`src/rtl/uart_cmd_engine.sv`:
```
// Host command responder: drains RX FIFO bytes, parses 'W' addr data / 'R' addr
// packets against a small register file, and pushes one reply byte per command.
module uart_cmd_engine #(
  parameter int NUM_REGS       = 8,
  parameter int TIMEOUT_CYCLES = 500000
) (
  input  logic                  clk,
  input  logic                  rst,
  input  logic                  rx_empty,
  input  logic [7:0]            rx_byte,
  output logic                  rx_pop,
  input  logic                  tx_full,
  output logic [7:0]            tx_byte,
  output logic                  tx_push,
  output logic [8*NUM_REGS-1:0] regs_out,
  output logic                  cmd_err,
  output logic [7:0]            err_count,
  output logic                  busy
);
  localparam int AW = (NUM_REGS > 1) ? $clog2(NUM_REGS) : 1;
  localparam int TW = (TIMEOUT_CYCLES > 1) ? $clog2(TIMEOUT_CYCLES + 1) : 1;
  localparam logic [TW-1:0] TMO_LAST = TW'((TIMEOUT_CYCLES > 0) ? TIMEOUT_CYCLES - 1 : 0);
  localparam logic [7:0] OP_W = 8'h57, OP_R = 8'h52, RSP_K = 8'h4B, RSP_Q = 8'h3F;

  typedef enum logic [3:0] {
    WAIT_OP, POP_OP, GET_OP, WAIT_ADDR, POP_ADDR, GET_ADDR,
    WAIT_DATA, POP_DATA, GET_DATA, EXEC, SEND
  } state_t;

  state_t                     state_q, state_d;
  logic                       rx_pop_q, rx_pop_d, tx_push_q, tx_push_d;
  logic                       cmd_err_q, cmd_err_d, busy_q, busy_d, err;
  logic [7:0]                 tx_byte_q, tx_byte_d, err_count_q, err_count_d;
  logic [7:0]                 op_q, op_d, addr_q, addr_d, data_q, data_d, reply_q, reply_d;
  logic [TW-1:0]              tmo_q, tmo_d;
  logic [NUM_REGS-1:0][7:0]   regs_q, regs_d;
  logic                       addr_bad, tmo_hit;

  assign addr_bad = 32'(addr_q) >= 32'(NUM_REGS);
  assign tmo_hit  = (TIMEOUT_CYCLES != 0) && (tmo_q == TMO_LAST);

  always_comb begin
    state_d   = state_q;
    rx_pop_d  = 1'b0;
    tx_push_d = 1'b0;
    tx_byte_d = tx_byte_q;
    regs_d    = regs_q;
    op_d      = op_q;
    addr_d    = addr_q;
    data_d    = data_q;
    reply_d   = reply_q;
    tmo_d     = tmo_q;
    err       = 1'b0;
    case (state_q)
      WAIT_OP: if (!rx_empty) begin rx_pop_d = 1'b1; state_d = POP_OP; end
      POP_OP:  state_d = GET_OP;
      GET_OP: begin
        op_d  = rx_byte;
        tmo_d = '0;
        if (rx_byte == OP_W || rx_byte == OP_R) state_d = WAIT_ADDR;
        else begin reply_d = RSP_Q; err = 1'b1; state_d = SEND; end
      end
      WAIT_ADDR, WAIT_DATA: begin
        if (!rx_empty) begin
          rx_pop_d = 1'b1;
          state_d  = (state_q == WAIT_ADDR) ? POP_ADDR : POP_DATA;
        end else if (tmo_hit) begin
          // abandon the partial packet silently; the next byte is an opcode
          err     = 1'b1;
          tmo_d   = '0;
          state_d = WAIT_OP;
        end else if (TIMEOUT_CYCLES != 0) begin
          tmo_d = tmo_q + 1'b1;
        end
      end
      POP_ADDR: state_d = GET_ADDR;
      GET_ADDR: begin
        addr_d  = rx_byte;
        tmo_d   = '0;
        state_d = (op_q == OP_W) ? WAIT_DATA : EXEC;
      end
      POP_DATA: state_d = GET_DATA;
      GET_DATA: begin
        data_d  = rx_byte;
        tmo_d   = '0;
        state_d = EXEC;
      end
      EXEC: begin
        if (addr_bad) begin
          reply_d = RSP_Q;
          err     = 1'b1;
        end else if (op_q == OP_W) begin
          regs_d[addr_q[AW-1:0]] = data_q;
          reply_d                = RSP_K;
        end else begin
          reply_d = regs_q[addr_q[AW-1:0]];
        end
        state_d = SEND;
      end
      SEND: if (!tx_full) begin
        tx_push_d = 1'b1;
        tx_byte_d = reply_q;
        state_d   = WAIT_OP;
      end
      default: state_d = WAIT_OP;
    endcase
    cmd_err_d   = err;
    err_count_d = (err && err_count_q != 8'hFF) ? err_count_q + 8'd1 : err_count_q;
    busy_d      = (state_d != WAIT_OP) || tx_push_d;
  end

  always_ff @(posedge clk) begin
    if (rst) begin
      state_q     <= WAIT_OP;
      rx_pop_q    <= 1'b0;
      tx_push_q   <= 1'b0;
      tx_byte_q   <= 8'h00;
      cmd_err_q   <= 1'b0;
      err_count_q <= 8'h00;
      busy_q      <= 1'b0;
      op_q        <= 8'h00;
      addr_q      <= 8'h00;
      data_q      <= 8'h00;
      reply_q     <= 8'h00;
      tmo_q       <= '0;
      regs_q      <= '0;
    end else begin
      state_q     <= state_d;
      rx_pop_q    <= rx_pop_d;
      tx_push_q   <= tx_push_d;
      tx_byte_q   <= tx_byte_d;
      cmd_err_q   <= cmd_err_d;
      err_count_q <= err_count_d;
      busy_q      <= busy_d;
      op_q        <= op_d;
      addr_q      <= addr_d;
      data_q      <= data_d;
      reply_q     <= reply_d;
      tmo_q       <= tmo_d;
      regs_q      <= regs_d;
    end
  end

  assign rx_pop    = rx_pop_q;
  assign tx_push   = tx_push_q;
  assign tx_byte   = tx_byte_q;
  assign cmd_err   = cmd_err_q;
  assign err_count = err_count_q;
  assign busy      = busy_q;
  assign regs_out  = regs_q;
endmodule

```
`config.mk`:
```
export PLATFORM = sky130hd
export DESIGN_NAME = uart_cmd_engine
export DESIGN_NICKNAME = d
export VERILOG_FILES = /design/src/rtl/uart_cmd_engine.sv
export SDC_FILE = /design/constraint.sdc
export NUM_CORES = 1
export LEC_CHECK = 0
export CAP_MARGIN = 20
export CORE_MARGIN = 4
export CORE_UTILIZATION = 58
export DETAILED_ROUTE_END_ITERATION = 7
export PLACE_DENSITY = 0.85
export SYNTH_ARGS = -nofsm -noshare
export SYNTH_HDL_FRONTEND = slang
export SYNTH_SLANG_ARGS = --single-unit
```
`constraint.sdc`:
```
create_clock -name clk -period 5 [get_ports clk]
set_input_delay 1.25 -clock clk [delete_from_list [all_inputs] [get_ports clk]]
set_output_delay 1.25 -clock clk [all_outputs]
set_load 0.005 [all_outputs]
```
# Yosys cells after proc, flatten, opt, wreduce, memory -nomap -nowiden
# Index checks and enable logic that the tools add are counted.
# Widths: inputs -> output; s select.
[word_totals]
ff_bits = 139
word_cells = 89
output_inout_bits = 84
input_bits = 12
[op_classes]
add_sub_neg = 2
n_reduce_logical = 16
mux = 28
bitwise_logic = 3
n_lt_le_gt_ge = 3
n_eq_ne = 17
[op_table]
columns = ["op", "count"]
rows = [
  ["$bwmux 64", 1],
  ["$mux 8", 5],
  ["$pmux 4 s10", 1],
  ["$mux 19", 2],
  ["$pmux 19 s2", 1],
  ["$bmux 8 s3", 1],
  ["$demux 8 s3", 1],
  ["$eq 8x7->1 const B", 3],
  ["$mux 4", 6],
  ["$add 19x1->19 const B", 1],
  ["$eq 19x19->1 const B", 1],
  ["$eq 4x3->1 const B", 4],
  ["$pmux 8 s2", 1],
  ["$eq 4x4->1 const B", 3],
  ["$add 8x1->8 const B", 1],
  ["$eq 4x2->1 const B", 2],
  ["$ge 8x4->1 const B", 1],
  ["$ne 8x8->1 const B", 1],
  ["$mux 1", 7],
  ["$reduce_and 2->1", 3],
  ["$reduce_or 3->1", 2],
  ["$eq 4x1->1 const B", 1],
  ["$logic_not 4->1", 1],
  ["$lt 3x4->1 const B", 1],
  ["other kinds (11)", 18],
]

# Longest topological paths before layout
# Gate-level depths: netlist (run 1).
[depth]
ltp_word = 6
mapped_depth = 8
mapped_depth_nobuf = 6

# Worst setup path after synthesis (run 1)
# OpenSTA, ideal clock, no wires.
[synth_path]
kind = "in2reg"
from = "input port rx_byte[5]"
to = "register err_count_q[0], in the netlist err_count[0]"
setup_time_ns = 0.121
required_ns = 4.879
n_path_buf = 1
setup_slack_ns = 2.178
t_arrival_ns = 2.701
cell_stages = 6
path_cell_list = "nand4bb_1 -> o31ai_1 -> and2_1 -> clkbuf_1 -> a21oi_1 -> mux2_2"
[synth_between]
elab_chain_cells = 5
elab_cells_between_ends = 6
cone_classes = "eq/ne (2); mux (2); reduce/logical (2)"
[synth_lines]
columns = ["item", "line_no", "source"]
rows = [
  ["start, declared", "10", "input logic [7:0] rx_byte,"],
  ["$eq 8x7->1", "60", "if (rx_byte == OP_W || rx_byte == OP_R) state_d = WAIT_ADDR;"],
  ["$logic_or 1x1->1 (*)", "60", ""],
  ["$mux 1 (*)", "60", ""],
  ["$pmux 1 s3 (*)", "54", "case (state_q)"],
  ["$logic_and 1x1->1 (*)", "108", "err_count_d = (err && err_count_q != 8'hFF) ? err_count_q + 8'd1 : err_count_q;"],
  ["end signal, assigned", "133", "err_count_q <= err_count_d;"],
  ["end, declared", "33", "logic [7:0] tx_byte_q, tx_byte_d, err_count_q, err_count_d;"],
]
# Mark *: on every way between the ends. The rest lies on a longest branch, timed or not.
# A chain may end at the register's enable or synchronous reset.

# Worst setup path after layout (run 1)
[layout_path]
from = "input port rx_empty"
to = "register tmo_q[8]"
[layout_between]
elab_chain_cells = 2
[layout_lines]
columns = ["item", "line_no", "source"]
rows = [
  ["start, declared", "9", "input logic rx_empty,"],
  ["$ne 2x2->1 (no line)", "--", ""],
  ["$reduce_and 2->1 (no line)", "--", ""],
  ["end signal, assigned", "139", "tmo_q <= tmo_d;"],
  ["end, declared", "35", "logic [TW-1:0] tmo_q, tmo_d;"],
]
# No other way between the ends.

==> impl_metrics.py, run 1 <==
metrics = {
    "routing": {
        "routed_wl_um": 17300,
        "ant_nets": 0,
        "drc": 0,
        "viasPerCell": 6.13,
        "vias": 5627,
        "first_iter_violations": 528,
        "detail_route.wl_per_cell_um": 18.9,
        "dr.pass1.iters": 5,
    },
    "critical_path": {
        "required_ns": 5.46,
        "crit_type": "in -> reg",
        "r2r_slack_ns": 2.05,
        "r2r_end": "regs_out[52]",
        "r2r_start": "state_q[0]",
        "crit_buf_inv": 2,
        "cpPeakStageDelay_ns": 0.70,
        "cp_max_fo": 20,
        "slowest_stage": "or4b_2",
        "worstPathArrival_ns": 3.57,
        "crit_family": "simple AND/OR/NAND/NOR gates",
        "crit_path_end_kind": "flip-flop",
        "reg2reg_depth": 5,
        "cp-start-kind": "primary input",
        "crit_chain": "clkdlybuf4s50_1, inv_1, maj3_1, o22a_1, or4b_2, a31oi_1",
    },
    "synth": {
        "syn_area_um2": 6400,
        "synth_common_cells": "dfxtp_1 (139), nor2_1 (97), mux2i_1 (77)",
        "synth_top_area_share_pct": 43.5,
        "netlist_instances": 699,
        "ys_async_sr_fraction_pct": 0,
        "synth_top_area_cell": "dfxtp_1",
        "synth.most_common_cell": "dfxtp_1",
        "syn_area_per_cell_um2": 9.15,
        "ys_seq_area_share_pct": 43.5,
        "synth_area_leaders": "dfxtp_1 (44%), mux2i_1 (12%), nor2_1 (5.7%)",
        "synth_top_flop_cell": "dfxtp_1",
        "syn_nets": 713,
        "ys_warn_count": 0,
        "ys_ff_latch": 139,
        "netlist-cell-type-count": 63,
        "synth-edff-count": 0,
    },
    "finish": {
        "final_nets": 780,
        "diodes": 0,
        "n_fill_cell": 746,
        "area_growth_pct": 24.0,
        "fin_util_pct": 73.5,
        "final_layout_size_suffix_gt1_share_pct": 9.25,
    },
    "worst_hold_path": {
        "min_to": "op_q[0]",
        "min_path_type": "reg -> reg",
        "min_from": "op_q[0]",
        "whs_path_depth": 2,
    },
    "power_and_ir_drop": {
        "p_per_area_nw_per_um2": 321,
        "power_frac_comb_pct": 7.4,
        "peakVddDrop_mv": 0.301,
        "p_int_mw": 1.91,
        "p_switching_uw": 644,
        "power.total_mw": 2.55,
        "leakagePower_nw": 2.86,
        "switching_share_pct": 25.3,
        "p_clk_share_pct": 46.1,
        "power_frac_seq_pct": 46.5,
    },
    "sta": {
        "slew_headroom_pct": 35.8,
        "fin_crit_sh_pct": 62.2,
        "period_needed_ns": 3.11,
        "hold_violations": 0,
        "skew_ns": 0.00657,
        "tns_ns": 0,
        "slew_viol_final": 0,
        "tightest_slew_ns": 0.955,
        "rsz0062_at_grt": "false",
        "fmax_ghz": 0.322,
        "finalSetupViolations": 0,
    },
    "die": {
        "die-area_um2": 12800,
        "die_h_um": 113,
        "dieWidth_um": 113,
        "core_area_um2": 10800,
        "ios": 96,
        "initial_core_util_pct": 59.3,
        "rows": 38,
    },
    "global_route": {
        "grt_pass1_wl_um": 28100,
        "gr-usage-all-layers_pct": 27.6,
        "antenna_found_initial": 0,
        "grt_pass1_vias": 5532,
        "grt.overflow.total": 0,
        "grt_start_max_net_pins": 76,
    },
    "place": {
        "routabilityCongestion": 0.895,
        "portBuffers": 95,
        "place.detailed.hpwl_um": 11400,
    },
    "clocking": {
        "clock_tree.buffer_depth": 2,
        "htreeDepth": 4,
        "cts.sinks": 139,
        "cts_resized": 0,
        "cts_tree": "yes",
        "cts_setup_buffers": 0,
        "clkLatencyLatePin_ns": 0.53,
        "hold_buffers": 0,
        "numCtsBuffers": 17,
        "root_buffer": "clkbuf_8",
        "path_clk_slew_ns": 0.06,
    },
    "flow_run": {
        "maxCapViolations": 0,
    },
    "status": {
        "status": "completed",
    },
}
==> layout make-up <==
class | count | area [µm²] | area share (%)
Clock inverter | 12 | 118 | 1.48
Multi-Input combinational cell | 500 | 3380 | 42.6
Timing Repair Buffer | 101 | 1010 | 12.8
Clock buffer | 19 | 442 | 5.57
Tap cell | 140 | 175 | 2.21
Sequential cell | 139 | 2780 | 35.1
Inverter | 7 | 26.3 | 0.331
==> registers in the layout, indices dropped and copies added (netlist names), 8 cells and up <==
signal / count
addr_q: 8
tx_byte: 8
err_count: 8
reply_q: 8
tmo_q: 19
regs_out: 64
op_q: 8
data_q: 8
==> cells by family (layout without fill, tap and decap cells) <==
| group | Yosys count | count (layout) | synth area share (%) |
|---|---|---|---|
| fa+ha+maj | 3 | 3 | 0.548 |
| flops | 139 | 139 | 43.5 |
| mux | 98 | 98 | 17.9 |
| compound gates | 120 | 120 | 11.4 |
| simple gates | 274 | 274 | 22.2 |
| xor+xnor | 5 | 5 | 0.685 |
| buf+inv | 60 | 139 | 3.72 |
==> per-stage QoR <==
stage,std cells,cell area [µm²],hold WS [ns],worst slack (ns)
4_1_cts,916,7900,0.453,1.64
3_5_place_dp,885,7340,0.444,1.08
5_1_grt,918,7930,0.468,1.76
3_3_place_gp,885,7340,0.438,1.25
2_1_floorplan,699,6400,0.431,2.18
6_report,918,7930,0.452,1.89
==> power groups by stage <==
stage	registers [mW]	logic (mW)	clock network, mW
floorplan	1.18	0.153	0
global placement	1.20	0.174	0
detailed placement	1.21	0.182	0
CTS	1.18	0.184	1.19
global route	1.19	0.208	1.24
finish	1.19	0.188	1.17
==> placed cells by master (no fill, tap or decap), types with 13 or more instances in the layout <==
| cell | count |
|---|---|
| nor2b_1 | 13 |
| dfxtp_1 | 139 |
| a21oi_1 | 59 |
| mux2i_1 | 77 |
| clkdlybuf4s50_1 | 94 |
| nor2_1 | 97 |
| clkbuf_16 | 16 |
| o21ai_0 | 13 |
| nand2_1 | 65 |
==> metal layers <==
metal  GRT usage [%]  wire length (µm)  up-vias
met4            9.46               331        0
met1            33.7              7060     2726
li1                -                 -     2636
met5               0                 0        -
met2            45.6              8630      233
met3            9.20              1300       32
==> worst max-delay path by stage <==
stage | startpoint | to | slack (ns) | cells past startpoint
3_3_place_gp | rx_empty | tmo_q[1] | 1.25 | 6
2_1_floorplan | rx_byte[5] | err_count[0] | 2.18 | 6
5_1_grt | rx_empty | err_count[0] | 1.76 | 6
4_1_cts | rx_empty | tmo_q[3] | 1.64 | 6
3_5_place_dp | rx_empty | tmo_q[3] | 1.08 | 6
6_report | rx_empty | tmo_q[8] | 1.89 | 6
==> tightest hold or removal path: stages (launching register included) <==
cell and delay (ns):
dfxtp_1 0.31, nand2_1 0.05, a21oi_1 0.05
Power figures use the tool's default switching activity.
==> run 2, diff against run 1 <==
- CORE_UTILIZATION: 58 -> 54
- PLACE_DENSITY: 0.85 -> 0.8
- clock period: 5 -> 3 ns (I/O delays scaled with it)
==> run 2 against run 1 <==
  * Non-clock buffer count is 17 higher
  * Sequential cell count stayed put
  * Worst hold slack better by 0.0085 ns
  * Power is 71% higher
  * Sequential share of layout area is 0.58 points lower
  * First-iteration DRC count is 1.3% higher
  * Cell count is 2.3% higher
  * Clock-buffer cell count is 4 higher
  * Combinational power is 89% higher
  * Clock power is 75% higher
==> impl_metrics.py, run 2 (synthesis results as in run 1) <==
metrics = {
    "status": {
        "status": "completed",
    },
    "clocking": {
        "hold_buffers": 0,
        "root_buffer": "clkbuf_16",
        "htreeDepth": 4,
        "cts_resized": 0,
        "cts_tree": "yes",
        "numCtsBuffers": 17,
        "path_clk_slew_ns": 0.06,
        "cts_setup_buffers": 0,
        "clkLatencyLatePin_ns": 0.42,
        "cts.sinks": 139,
        "clock_tree.buffer_depth": 2,
    },
    "place": {
        "place.detailed.hpwl_um": 12000,
        "place_inst": 907,
        "portBuffers": 95,
        "place_area_um2": 7480,
        "routabilityCongestion": 0.889,
    },
    "sta": {
        "finalSetupViolations": 0,
        "tns_ns": 0,
        "period_needed_ns": 2.61,
        "fin_hold_ws_ns": 0.461,
        "rsz0062_at_grt": "false",
        "fmax_ghz": 0.384,
        "slew_headroom_pct": 40.6,
        "hold_violations": 0,
        "skew_ns": 0.00799,
        "slew_viol_final": 0,
        "fin_crit_sh_pct": 86.9,
        "tightest_slew_ns": 0.890,
    },
    "routing": {
        "ant_nets": 0,
        "dr.pass1.iters": 4,
        "vias": 5649,
        "viasPerCell": 6.02,
        "detail_route.wl_per_cell_um": 18.6,
        "routed_wl_um": 17400,
        "first_iter_violations": 535,
        "drc": 0,
    },
    "finish": {
        "final_layout_size_suffix_gt1_share_pct": 10.8,
        "fin_area_um2": 8070,
        "largest_register_ffs": 64,
        "final_common_cell": "dfxtp_1",
        "n_fill_cell": 900,
        "diodes": 0,
        "finalNonFillerCells": 939,
        "area_growth_pct": 26.1,
        "final_cell_mix": "dfxtp_1 (139), nor2_1 (97), clkdlybuf4s50_1 (94), mux2i_1 (77), nand2_1 (65)",
        "final_nets": 797,
    },
    "global_route": {
        "grt_pass1_wl_um": 28000,
        "gr-usage-all-layers_pct": 26.1,
        "grt.overflow.total": 0,
        "antenna_found_initial": 0,
        "grt_start_max_net_pins": 56,
        "grt_pass1_vias": 5529,
    },
    "power_and_ir_drop": {
        "peakVddDrop_mv": 0.412,
        "p_per_area_nw_per_um2": 541,
        "leakagePower_nw": 2.94,
        "power.total_mw": 4.37,
    },
    "worst_hold_path": {
        "min_path_type": "reg -> reg",
    },
    "die": {
        "die-area_um2": 13700,
        "dieWidth_um": 117,
        "core_area_um2": 11500,
        "die_h_um": 117,
        "initial_core_util_pct": 55.5,
        "rows": 39,
        "ios": 96,
    },
    "critical_path": {
        "worstPathArrival_ns": 2.90,
        "cp_max_fo": 8,
        "required_ns": 3.30,
        "cp-start-kind": "flip-flop",
        "crit_type": "reg -> reg",
        "crit_path_end_kind": "flip-flop",
    },
    "flow_run": {
        "maxCapViolations": 0,
    },
}
==> run 2: critical path: stages (launching register included) <==
cell,delay [ns]
dfxtp_1,0.31
or4_4,0.57
or3_1,0.46
or4_1,0.81
mux2i_1,0.27
nor2_1,0.06
==> run 2: path summary, 6_finish.rpt <==
check | start | to | cells after the start | slack [ns]
max | addr_q[3] | regs_out[25] | 5 | 0.39
min | op_q[0] | op_q[0] | 2 | 0.46
max reg2reg | addr_q[3] | regs_out[25] | 5 | 0.39
min reg2reg | op_q[0] | op_q[0] | 2 | 0.46
==> run 2: metrics by stage <==
stage               utilization, %  worst slack, ns
floorplan                        -            0.678
global placement              65.0           0.0940
detailed placement            65.0           0.0353
CTS                           70.0            0.416
global route                  70.0            0.208
finish                        70.0            0.394
==> run 2: routing by layer <==
layer / share of wire [%] / vias to the layer above / GRT usage [%]
met5: 0 / - / 0
met4: 1.9 / 0 / 9.71
li1: - / 2666 / -
met1: 43 / 2719 / 34.0
met2: 48 / 231 / 41.6
met3: 7.2 / 33 / 7.25
==> run 2: area by class of cell <==
type	instances	area (µm²)	area share, %
Timing Repair Buffer	118	1120	13.9
Clock inverter	9	114	1.41
Tap cell	143	179	2.22
Inverter	7	26.3	0.326
Multi-Input combinational cell	500	3380	41.8
Clock buffer	23	468	5.80
Sequential cell	139	2780	34.5
==> run 2: where the power goes <==
| group | total [mW] | internal, mW | switching (mW) |
|---|---|---|---|
| Combinational | 0.356 | 0.149 | 0.207 |
| Sequential | 1.96 | 1.90 | 0.0582 |
| Clock | 2.05 | 1.27 | 0.786 |
| Total | 4.37 | 3.32 | 1.05 |
